[config.mk]
export PLATFORM = sky130hd
export DESIGN_NAME = spectrum_ram_writer
export DESIGN_NICKNAME = d
export VERILOG_FILES = /design/src/rtl/spectrum_ram_writer.sv
export SDC_FILE = /design/constraint.sdc
export NUM_CORES = 1
export LEC_CHECK = 0
export CAP_MARGIN = 40
export CORE_AREA = 8 8 97 99
export DETAILED_ROUTE_END_ITERATION = 10
export DIE_AREA = 0 0 105 107
export MAX_ROUTING_LAYER = met4
export PLACE_DENSITY = 0.79
export SLEW_MARGIN = 20
export SYNTH_ARGS = -nofsm -noshare
export SYNTH_HDL_FRONTEND = slang
export SYNTH_SLANG_ARGS = --single-unit
[constraint.sdc]
create_clock -name fft_clk -period 3.11 [get_ports fft_clk]
set_input_delay 0.7775 -clock fft_clk [delete_from_list [all_inputs] [get_ports fft_clk]]
set_output_delay 0.7775 -clock fft_clk [all_outputs]
set_load 0.02 [all_outputs]
[src/rtl/spectrum_ram_writer.sv]
// Captures one FFT frame and writes bins BIN_LO..BIN_HI (real/imag) into the reference RAM pair.
// Optional macro SPECTRUM_CONJ_EN: store the saturated negated imaginary part (complex conjugate).
module spectrum_ram_writer #(
  parameter int unsigned BIN_LO = 5,
  parameter int unsigned BIN_HI = 2750,
  parameter int unsigned IDX_W  = 13,
  parameter int unsigned ADDR_W = 12,
  parameter int unsigned DATA_W = 16
) (
  input  logic                  fft_clk,
  input  logic                  sys_rst_n,
  input  logic                  cap_start,
  input  logic [2*DATA_W-1:0]   s_fft_tdata,
  input  logic [IDX_W-1:0]      s_fft_tuser,
  input  logic                  s_fft_tvalid,
  input  logic                  s_fft_tlast,
  output logic                  ram_wr_en,
  output logic [ADDR_W-1:0]     ram_wr_addr,
  output logic [DATA_W-1:0]     ram_wr_real,
  output logic [DATA_W-1:0]     ram_wr_imag,
  output logic                  cap_busy,
  output logic                  cap_done,
  output logic                  cap_err,
  output logic [ADDR_W:0]       wr_count
);

  localparam logic [IDX_W-1:0] LoIdx = IDX_W'(BIN_LO);
  localparam logic [IDX_W-1:0] HiIdx = IDX_W'(BIN_HI);

  typedef enum logic [1:0] {StIdle, StArm, StCapture, StDone} state_e;

  state_e              r_state;
  logic                r_start_q;
  logic                r_wr_en;
  logic [ADDR_W-1:0]   r_wr_addr;
  logic [DATA_W-1:0]   r_wr_real;
  logic [DATA_W-1:0]   r_wr_imag;
  logic                r_busy;
  logic                r_done;
  logic                r_err;
  logic [ADDR_W:0]     r_wr_count;

  state_e              w_state_d;
  logic                w_wr_en_d;
  logic [ADDR_W-1:0]   w_wr_addr_d;
  logic [DATA_W-1:0]   w_wr_real_d;
  logic [DATA_W-1:0]   w_wr_imag_d;
  logic                w_busy_d;
  logic                w_done_d;
  logic                w_err_d;
  logic [ADDR_W:0]     w_wr_count_d;

  logic                w_start_edge;
  logic                w_in_win;
  logic                w_process;
  logic [IDX_W-1:0]    w_exp_idx;
  logic [ADDR_W-1:0]   w_beat_addr;
  logic [DATA_W-1:0]   w_real_in;
  logic [DATA_W-1:0]   w_imag_in;
  logic [DATA_W-1:0]   w_imag_wr;

  assign w_start_edge = cap_start & ~r_start_q;
  assign w_in_win     = (s_fft_tuser >= LoIdx) && (s_fft_tuser <= HiIdx);
  assign w_exp_idx    = LoIdx + IDX_W'(r_wr_count);
  assign w_beat_addr  = ADDR_W'(s_fft_tuser - LoIdx);
  assign w_real_in    = s_fft_tdata[DATA_W-1:0];
  assign w_imag_in    = s_fft_tdata[2*DATA_W-1:DATA_W];

`ifdef SPECTRUM_CONJ_EN
  // Most-negative input has no positive twin; clamp to max positive.
  assign w_imag_wr = (w_imag_in == {1'b1, {(DATA_W-1){1'b0}}}) ?
                     {1'b0, {(DATA_W-1){1'b1}}} : ({DATA_W{1'b0}} - w_imag_in);
`else
  assign w_imag_wr = w_imag_in;
`endif

  always_comb begin
    w_state_d    = r_state;
    w_wr_en_d    = 1'b0;
    w_wr_addr_d  = r_wr_addr;
    w_wr_real_d  = r_wr_real;
    w_wr_imag_d  = r_wr_imag;
    w_done_d     = r_done;
    w_err_d      = r_err;
    w_wr_count_d = r_wr_count;
    w_process    = 1'b0;

    unique case (r_state)
      StIdle, StDone: begin
        if (w_start_edge) begin
          w_state_d    = StArm;
          w_done_d     = 1'b0;
          w_err_d      = 1'b0;
          w_wr_count_d = '0;
        end
      end
      StArm: begin
        // Only a frame-start beat arms the capture; that beat is then handled like any other.
        if (s_fft_tvalid && (s_fft_tuser == '0)) begin
          w_state_d = StCapture;
          w_process = 1'b1;
        end
      end
      StCapture: begin
        w_process = s_fft_tvalid;
      end
      default: w_state_d = StIdle;
    endcase

    if (w_process) begin
      if (w_in_win) begin
        if (s_fft_tuser != w_exp_idx) begin
          w_err_d   = 1'b1;
          w_state_d = StIdle;
        end else begin
          w_wr_en_d    = 1'b1;
          w_wr_addr_d  = w_beat_addr;
          w_wr_real_d  = w_real_in;
          w_wr_imag_d  = w_imag_wr;
          w_wr_count_d = r_wr_count + 1'b1;
          if (s_fft_tuser == HiIdx) begin
            w_state_d = StDone;
            w_done_d  = 1'b1;
          end else if (s_fft_tlast) begin
            w_err_d   = 1'b1;
            w_state_d = StIdle;
          end
        end
      end else if (s_fft_tlast) begin
        w_err_d   = 1'b1;
        w_state_d = StIdle;
      end
    end

    w_busy_d = (w_state_d == StArm) || (w_state_d == StCapture);
  end

  always_ff @(posedge fft_clk or negedge sys_rst_n) begin
    if (!sys_rst_n) begin
      r_state    <= StIdle;
      r_start_q  <= 1'b0;
      r_wr_en    <= 1'b0;
      r_wr_addr  <= '0;
      r_wr_real  <= '0;
      r_wr_imag  <= '0;
      r_busy     <= 1'b0;
      r_done     <= 1'b0;
      r_err      <= 1'b0;
      r_wr_count <= '0;
    end else begin
      r_state    <= w_state_d;
      r_start_q  <= cap_start;
      r_wr_en    <= w_wr_en_d;
      r_wr_addr  <= w_wr_addr_d;
      r_wr_real  <= w_wr_real_d;
      r_wr_imag  <= w_wr_imag_d;
      r_busy     <= w_busy_d;
      r_done     <= w_done_d;
      r_err      <= w_err_d;
      r_wr_count <= w_wr_count_d;
    end
  end

  assign ram_wr_en   = r_wr_en;
  assign ram_wr_addr = r_wr_addr;
  assign ram_wr_real = r_wr_real;
  assign ram_wr_imag = r_wr_imag;
  assign cap_busy    = r_busy;
  assign cap_done    = r_done;
  assign cap_err     = r_err;
  assign wr_count    = r_wr_count;

endmodule

---- After elaboration in Yosys (flattened, before gate mapping) ----
Index checks and enable logic that the tools add are counted.
storage, ports and cells
  bits in registers ....................... 64
  bits in latches ......................... 0
  memory bits (writable) .................. 0
  ROM bits ................................ 0
  input port bits ......................... 50
  logic and storage cells ................. 63
  memories kept ........................... 0
operators by class
  add/subtract/negate cells ............... 3
  $mul .................................... 0
  divide/modulo/power cells ............... 0
  $lt $le $gt $ge ......................... 2
  equality and inequality tests ........... 7
  shift-type cells ........................ 0
  mux-type cells .......................... 31
  bitwise operators ....................... 3
  reduce and logical (&&, ||, !) cells .... 7
operators with widths
  operator                                                count
  two-way mux 13 bit                                      5
  two-way mux 1 bit                                       17
  two-way mux 2 bit                                       7
  adder 13 x 1 -> 13 bit (second input constant)          1
  adder 3 x 13 -> 13 bit (first input constant)           1
  == test 13 x 12 -> 1 bit (second input constant)        1
  >= comparator 13 x 3 -> 1 bit (second input constant)   1
  <= comparator 13 x 12 -> 1 bit (second input constant)  1
  zero test 13 bit                                        1
  != test 13 bit                                          1
  subtractor 12 x 3 -> 12 bit (second input constant)     1
  == test 2 bit (second input constant)                   3
  == test 2 x 1 -> 1 bit (second input constant)          2
  one-hot mux 2 bit (2 select lines)                      1
  AND reduction 3 bit                                     1
  logical AND 1 bit                                       2
  zero test 2 bit                                         1
  NOT 1 bit                                               2
  one-hot mux 1 bit (2 select lines)                      1
  OR reduction 2 bit                                      1
  bitwise AND 1 bit                                       1
  logical OR 1 bit                                        1

---- Longest topological paths before layout ----
Gate-level depths: netlist of run 1.
  depth in word-level cells ............... 11
  depth in mapped cells ................... 11
  depth with buffers taken out ............ 9

---- Least setup slack after synthesis of run 1 ----
OpenSTA, ideal clock, no wires.
  path kind ............................... input port to flip-flop
  from .................................... in s_fft_tuser[4]
  to ...................................... reg r_wr_addr[10], in the netlist ram_wr_addr[10]
  setup time .............................. 0.128 ns
  data arrival time ....................... 2.803 ns
  data required time ...................... 2.982 ns
  setup slack ............................. 0.180 ns
  stages on the path ...................... 9
  buffers on the path ..................... 3
  cell sequence ........................... buf_2 > or4_4 > nor4_2 > a31oi_1 > o211a_1 > nand4_2 > buf_4 > buf_4 > mux2_1
on the way
  cells in the longest elaborated chain, start to end .. 5
ends and longest elaborated chain
  item                                                                                   line  source
  start, declared                                                                        14    input logic [IDX_W-1:0] s_fft_tuser,
  parallel branches: the longest is 5 deep, another holds >= comparator 13 x 3 -> 1 bit  n/a
  end signal, assigned                                                                   154   r_wr_addr <= w_wr_addr_d;
  end, declared                                                                          35    logic [ADDR_W-1:0] r_wr_addr;
Several ways; the timed one is not identified.
A chain may end at the register's enable or synchronous reset.

---- Worst setup path in the final report of run 1 ----
  from .................................... in s_fft_tuser[4]
  to ...................................... reg r_wr_addr[5], in the netlist ram_wr_addr[5]
The elaborated chain is that of the path after synthesis.

==> results.sh, run 1 <==
export IMPL_outcome="completed"
export IMPL_drv_slew=0
export IMPL_finish_utilization_pct=66.4
export IMPL_drc=0
export IMPL_post_route_min_period_ns=2.97
export IMPL_layout_common_cells="109 x clkdlybuf4s50_1, 64 x dfrtp_1, 40 x mux2_2"
export IMPL_drive_above_1_share_pct=23.5
export IMPL_synth_cells=336
export IMPL_clkTransAtPathRegs_ns=0.08
export IMPL_syn_num_nets=393
export IMPL_highest_layer="met4"
export IMPL_max_vdd_ir_drop_mv=0.236
export IMPL_tightest_slew_ns=0.529
export IMPL_cts_max_path_buffers=2
export IMPL_met1_length_um=4140
export IMPL_yosys_warnings=0
export IMPL_drt_iter0_markers=200
export IMPL_grt_pass1_vias=3358
export IMPL_grt_total_usage_pct=18.3
export IMPL_place_area_um2=5030
export IMPL_pwr_density_cell_nw_per_um2=369
export IMPL_route_met3_wl_um=726
export IMPL_wl_met2_um=4820
export IMPL_avgRoutedWirePerCell_um=16.9
export IMPL_grt_pass1_wl_um=16200
export IMPL_ios=111
export IMPL_area_growth_syn_to_layout_pct=46.8
export IMPL_finalSetupViolCount=0
export IMPL_die_h_um=107
export IMPL_final_common_cell="clkdlybuf4s50_1"
export IMPL_tns_ns=0
export IMPL_grt_ovfl_total=0
export IMPL_fin_nets=529
export IMPL_grt_max_degree=35
export IMPL_antenna_cells_inserted=0
export IMPL_cts_tree="yes"
export IMPL_post_route_period_util_pct=95.4
export IMPL_drtPass1Iterations=6
export IMPL_cp_arrival_ns=3.19
export IMPL_crit_path_end_kind="flip-flop"
export IMPL_fin_ws_ns=0.143
export IMPL_cap_violations=0
export IMPL_async_flop_share_pct=100
export IMPL_clkSinkCount=64
export IMPL_synth_edf_count=0
export IMPL_place_hpwl_um=7540
export IMPL_ant_nets=0
export IMPL_hold_buffers=0
export IMPL_row_count=33
export IMPL_final_area_um2=5260
export IMPL_fmax_mhz=337
export IMPL_slew_headroom_pct=64.4
export IMPL_hold_ws_ns=0.338
export IMPL_leakagePower_nw=2.29
export IMPL_worstSetupPathType="in -> reg"
export IMPL_p_total_mw=1.94
export IMPL_fp_dieArea_um2=11200
export IMPL_critPathLaunchType="primary input"
export IMPL_synth_area_um2=3580
export IMPL_htree_levels=3
export IMPL_initial_core_util_pct=45.2
export IMPL_portBuffers=110
export IMPL_grt_antenna_before_repair=0
export IMPL_root_buffer="clkbuf_8"
export IMPL_dp_cells=566
export IMPL_required_ns=3.34
export IMPL_via_per_inst=5.36
export IMPL_n_fill_cell=645
export IMPL_vias=3120
export IMPL_dieWidth_um=105
export IMPL_cts_buffers=9
export IMPL_min_path_type="in -> async"
export IMPL_yosysSeqAreaShare_pct=44.7
export IMPL_wirelength_um=9850
export IMPL_fp_coreArea_um2=7930
export IMPL_cp_max_fo=14
export IMPL_final_cells=582
export IMPL_synth_distinct_cells=52
export IMPL_gp_congestion=0.901
export IMPL_fin_skew_ns=0.00841
export IMPL_worstSkewPairLatency_ns=0.34
export IMPL_synth_ff_type="dfrtp_1"
export IMPL_hold_viol_final=0
export IMPL_place_ws_ns=-0.207
export IMPL_postSynthAreaPerCell_um2=10.7
export IMPL_synth_ff_latch_count=64
[layout make-up]
cell class | instances | area (um^2) | share of cell area [%]
well taps | 105 | 131 | 2.50
clock inverters | 6 | 92.6 | 1.76
inverters | 8 | 30.0 | 0.571
repair buffers | 151 | 1430 | 27.2
flip-flops and latches | 64 | 1600 | 30.4
multi-input cells | 238 | 1850 | 35.1
clock buffers | 10 | 128 | 2.43
[registers in the layout, summed over array words and instances (netlist names)]
name and cells:
cap_done 1, cap_busy 1, ram_wr_imag 16, r_state 2
wr_count 13, ram_wr_en 1, r_start_q 1, ram_wr_real 16
ram_wr_addr 12, cap_err 1
[Yosys cell counts, drive strengths merged (2+ instances only)]
library cell | count | area, um^2
dfrtp | 64 | 1600
and2 | 3 | 18.8
o21a | 3 | 22.5
inv | 8 | 30.0
a21oi | 10 | 50.1
nand2b | 2 | 12.5
o22ai | 2 | 12.5
a31oi | 4 | 25.0
nand3b | 2 | 15.0
nand2 | 32 | 120
xnor2 | 12 | 105
nor3 | 11 | 65.1
nor2 | 10 | 37.5
mux2i | 7 | 70.1
nand4 | 7 | 50.1
mux2 | 41 | 462
or2 | 3 | 18.8
buf | 17 | 92.6
o21ai | 13 | 65.1
nor4bb | 2 | 20.0
or3 | 5 | 31.3
and4b | 2 | 20.0
xor2 | 11 | 96.3
o211ai | 3 | 22.5
xnor3 | 2 | 45.0
or4 | 3 | 26.3
o31a | 2 | 17.5
clkbuf | 9 | 33.8
nor2b | 3 | 18.8
nor4 | 10 | 96.4
ha | 7 | 87.6
nand3 | 8 | 40.0
o31ai | 6 | 45.0
[where the power goes]
part / internal [mW] / total (mW) / switching, mW / leakage [nW]
Clock: 0.456 / 0.813 / 0.357 / 0.103
Combinational: 0.148 / 0.281 / 0.133 / 1.30
Sequential: 0.845 / 0.850 / 0.00523 / 0.889
[metal layers]
metal | up-vias | GRT usage, %
li1 | 1476 | -
met4 | 0 | 6.63
met1 | 1508 | 21.4
met3 | 14 | 5.22
met5 | - | -
met2 | 122 | 29.4
[cell families after synthesis]
kind of cell / Yosys count / synth area share (%)
DFF: 64 / 44.7
and+or+nand+nor: 105 / 16.9
buffers and inverters: 34 / 4.36
muxes: 48 / 14.8
xor gates and xnor gates: 25 / 6.88
adders and majority gates: 7 / 2.44
AOI/OAI and AO/OA: 53 / 9.88
[worst max-delay path, cell delays in order]
cell,delay (ns)
clkdlybuf4s50_1,0.46
or4_4,0.54
nor4_2,0.28
a31oi_1,0.16
o211a_1,0.19
nand4_4,0.15
buf_4,0.26
mux2_2,0.37
[final timing paths]
kind	from	to	slack, ns	cells past startpoint
worst max register to register	wr_count[4]$_DFF_PN0_	wr_count[7]$_DFF_PN0_	0.33	9
worst max-delay path	s_fft_tuser[4]	ram_wr_addr[5]$_DFFE_PN0P_	0.14	8
max in group asynchronous	sys_rst_n	ram_wr_addr[8]$_DFFE_PN0P_	2.06	2
min in group fft_clk	ram_wr_addr[0]$_DFFE_PN0P_	ram_wr_addr[0]$_DFFE_PN0P_	0.49	2
worst min-delay path	sys_rst_n	ram_wr_real[10]$_DFFE_PN0P_	0.34	1
worst min register to register	ram_wr_addr[0]$_DFFE_PN0P_	ram_wr_addr[0]$_DFFE_PN0P_	0.49	2
[timing repair]
action                                  4_1_cts  5_1_grt
endpoints found under the setup margin        0        1
setup buffers                                 0        0
gates resized for setup                       0        2
(Power assumes the default switching activity.)
==> run 2, diff against run 1 <==
--- a/config.mk
+++ b/config.mk
@@ -5,12 +5,14 @@
 export SDC_FILE = /design/constraint.sdc
 export NUM_CORES = 1
 export LEC_CHECK = 0
+export ABC_CLOCK_PERIOD_IN_PS = 3110
 export CAP_MARGIN = 40
 export CORE_AREA = 8 8 97 99
 export DETAILED_ROUTE_END_ITERATION = 10
 export DIE_AREA = 0 0 105 107
 export MAX_ROUTING_LAYER = met4
 export PLACE_DENSITY = 0.79
+export REMOVE_ABC_BUFFERS = 1
 export SLEW_MARGIN = 20
 export SYNTH_ARGS = -nofsm -noshare
 export SYNTH_HDL_FRONTEND = slang
==> results.sh, run 2 (synthesis results as in run 1) <==
export IMPL_drc=0
export IMPL_crit_path_max_incr_delay_ns=0.54
export IMPL_grt_max_degree=32
export IMPL_final_cells=580
export IMPL_ant_nets=0
export IMPL_drt_iter0_markers=142
export IMPL_cts_max_path_buffers=2
export IMPL_drv_slew=0
export IMPL_avgRoutedWirePerCell_um=17.2
export IMPL_grt_pass1_wl_um=16300
export IMPL_finalSetupViolCount=0
export IMPL_area_growth_syn_to_layout_pct=46.0
export IMPL_cp_max_fo=16
export IMPL_max_vdd_ir_drop_mv=0.325
export IMPL_fp_dieArea_um2=11200
export IMPL_via_per_inst=5.43
export IMPL_cp_arrival_ns=3.23
export IMPL_dieWidth_um=105
export IMPL_clkPwrFrac_pct=38.7
export IMPL_swShare_pct=26.3
export IMPL_critPathLaunchType="primary input"
export IMPL_initial_core_util_pct=45.2
export IMPL_leakagePower_nw=2.27
export IMPL_grt_antenna_before_repair=0
export IMPL_fmax_mhz=336
export IMPL_place_area_um2=5040
export IMPL_clkSinkCount=64
export IMPL_fp_coreArea_um2=7930
export IMPL_min_path_type="in -> async"
export IMPL_grt_pass1_vias=3269
export IMPL_clkTransAtPathRegs_ns=0.08
export IMPL_pwr_density_cell_nw_per_um2=354
export IMPL_final_area_um2=5230
export IMPL_cts_resized=0
export IMPL_htree_levels=3
export IMPL_tns_ns=0
export IMPL_postCtsSetupBuffers=0
export IMPL_hold_buffers=0
export IMPL_vias=3151
export IMPL_comb_power_share_pct=15.3
export IMPL_row_count=33
export IMPL_antenna_cells_inserted=0
export IMPL_switchingPower_mw=0.487
export IMPL_ios=111
export IMPL_portBuffers=110
export IMPL_drive_above_1_share_pct=22.9
export IMPL_hold_viol_final=0
export IMPL_seq_power_share_pct=46.0
export IMPL_fin_skew_ns=0.00911
export IMPL_post_route_period_util_pct=95.6
export IMPL_grt_ovfl_total=0
export IMPL_p_int_mw=1.36
export IMPL_rsz0062_at_grt="no"
export IMPL_worstSetupPathType="in -> reg"
export IMPL_layout_common_cells="109 x clkdlybuf4s50_1, 64 x dfrtp_1, 40 x mux2_2"
export IMPL_fin_nets=527
export IMPL_cp_slowest_cell="or4_4"
export IMPL_wirelength_um=9980
export IMPL_place_hpwl_um=7800
export IMPL_tightest_slew_ns=0.567
export IMPL_crit_path_end_kind="flip-flop"
export IMPL_cts_buffers=9
export IMPL_root_buffer="clkbuf_8"
export IMPL_drtPass1Iterations=4
export IMPL_gp_congestion=0.939
export IMPL_cts_tree="yes"
export IMPL_slew_headroom_pct=61.8
export IMPL_grt_total_usage_pct=18.6
export IMPL_die_h_um=107
export IMPL_post_route_min_period_ns=2.97
export IMPL_cap_violations=0
export IMPL_worstSkewPairLatency_ns=0.34
export IMPL_dp_cells=564
export IMPL_outcome="completed"
export IMPL_crit_chain="clkdlybuf4s50_1 > or4_4 > nor4_2 > a31oi_1 > o211a_1 > nand4_4 > buf_12 > mux2_2 > o22ai_1"
export IMPL_required_ns=3.37
export IMPL_final_common_cell="clkdlybuf4s50_1"
[run 2: worst max-delay path: cells and delay by family]
kind / cells / cell delay, ns
compound gates: 3 / 0.50
buf+inv: 2 / 0.62
mux: 1 / 0.34
simple gates: 3 / 1.00
[run 2: through the flow]
stage	util, %	power [mW]	setup WS (ns)	hold WS [ns]
6_report	66.0	1.85	0.136	0.365
5_1_grt	66.0	1.94	0.0114	0.370
4_1_cts	66.0	1.87	0.161	0.358
3_5_place_dp	63.5	1.15	-0.199	0.468
3_3_place_gp	63.3	1.14	-0.153	0.460
2_1_floorplan	-	0.984	-0.896	0.482
[run 2: layer usage]
| layer | vias to the layer above | routed length [um] | track usage [%] |
|---|---|---|---|
| met5 | - | 0 | - |
| met4 | 0 | 80 | 5.71 |
| met3 | 7 | 909 | 7.08 |
| met2 | 142 | 4790 | 29.0 |
| met1 | 1530 | 4200 | 21.7 |
| li1 | 1472 | - | - |
[run 2: worst paths after layout]
path                                            start                     endpoint  slack (ns)  cells after the start
max reg2reg                     wr_count[0]$_DFF_PN0_        wr_count[8]$_DFF_PN0_        0.39                      9
min                                         sys_rst_n  ram_wr_real[14]$_DFFE_PN0P_        0.36                      1
min in group fft_clk       ram_wr_addr[3]$_DFFE_PN0P_   ram_wr_addr[3]$_DFFE_PN0P_        0.49                      2
max in group asynchronous                   sys_rst_n       wr_count[11]$_DFF_PN0_        2.01                      3
min reg2reg                ram_wr_addr[3]$_DFFE_PN0P_   ram_wr_addr[3]$_DFFE_PN0P_        0.49                      2
max                                    s_fft_tuser[4]        wr_count[2]$_DFF_PN0_        0.14                      9
[run 2: power by group through the flow]
stage | clock [mW] | combinational, mW | sequential, mW
5_1_grt | 0.776 | 0.311 | 0.853
6_report | 0.716 | 0.283 | 0.851
3_3_place_gp | 0 | 0.273 | 0.867
3_5_place_dp | 0 | 0.284 | 0.867
4_1_cts | 0.739 | 0.285 | 0.851
2_1_floorplan | 0 | 0.111 | 0.874
[run 2: final cells by class]
class / instances / area [um^2]
clock buffer: 9 / 124
clock inverter: 7 / 71.3
fill: 636 / 2700
inverter: 8 / 30.0
multi-input combinational: 238 / 1830
sequential: 64 / 1600
tap: 105 / 131
timing repair buffer: 149 / 1440
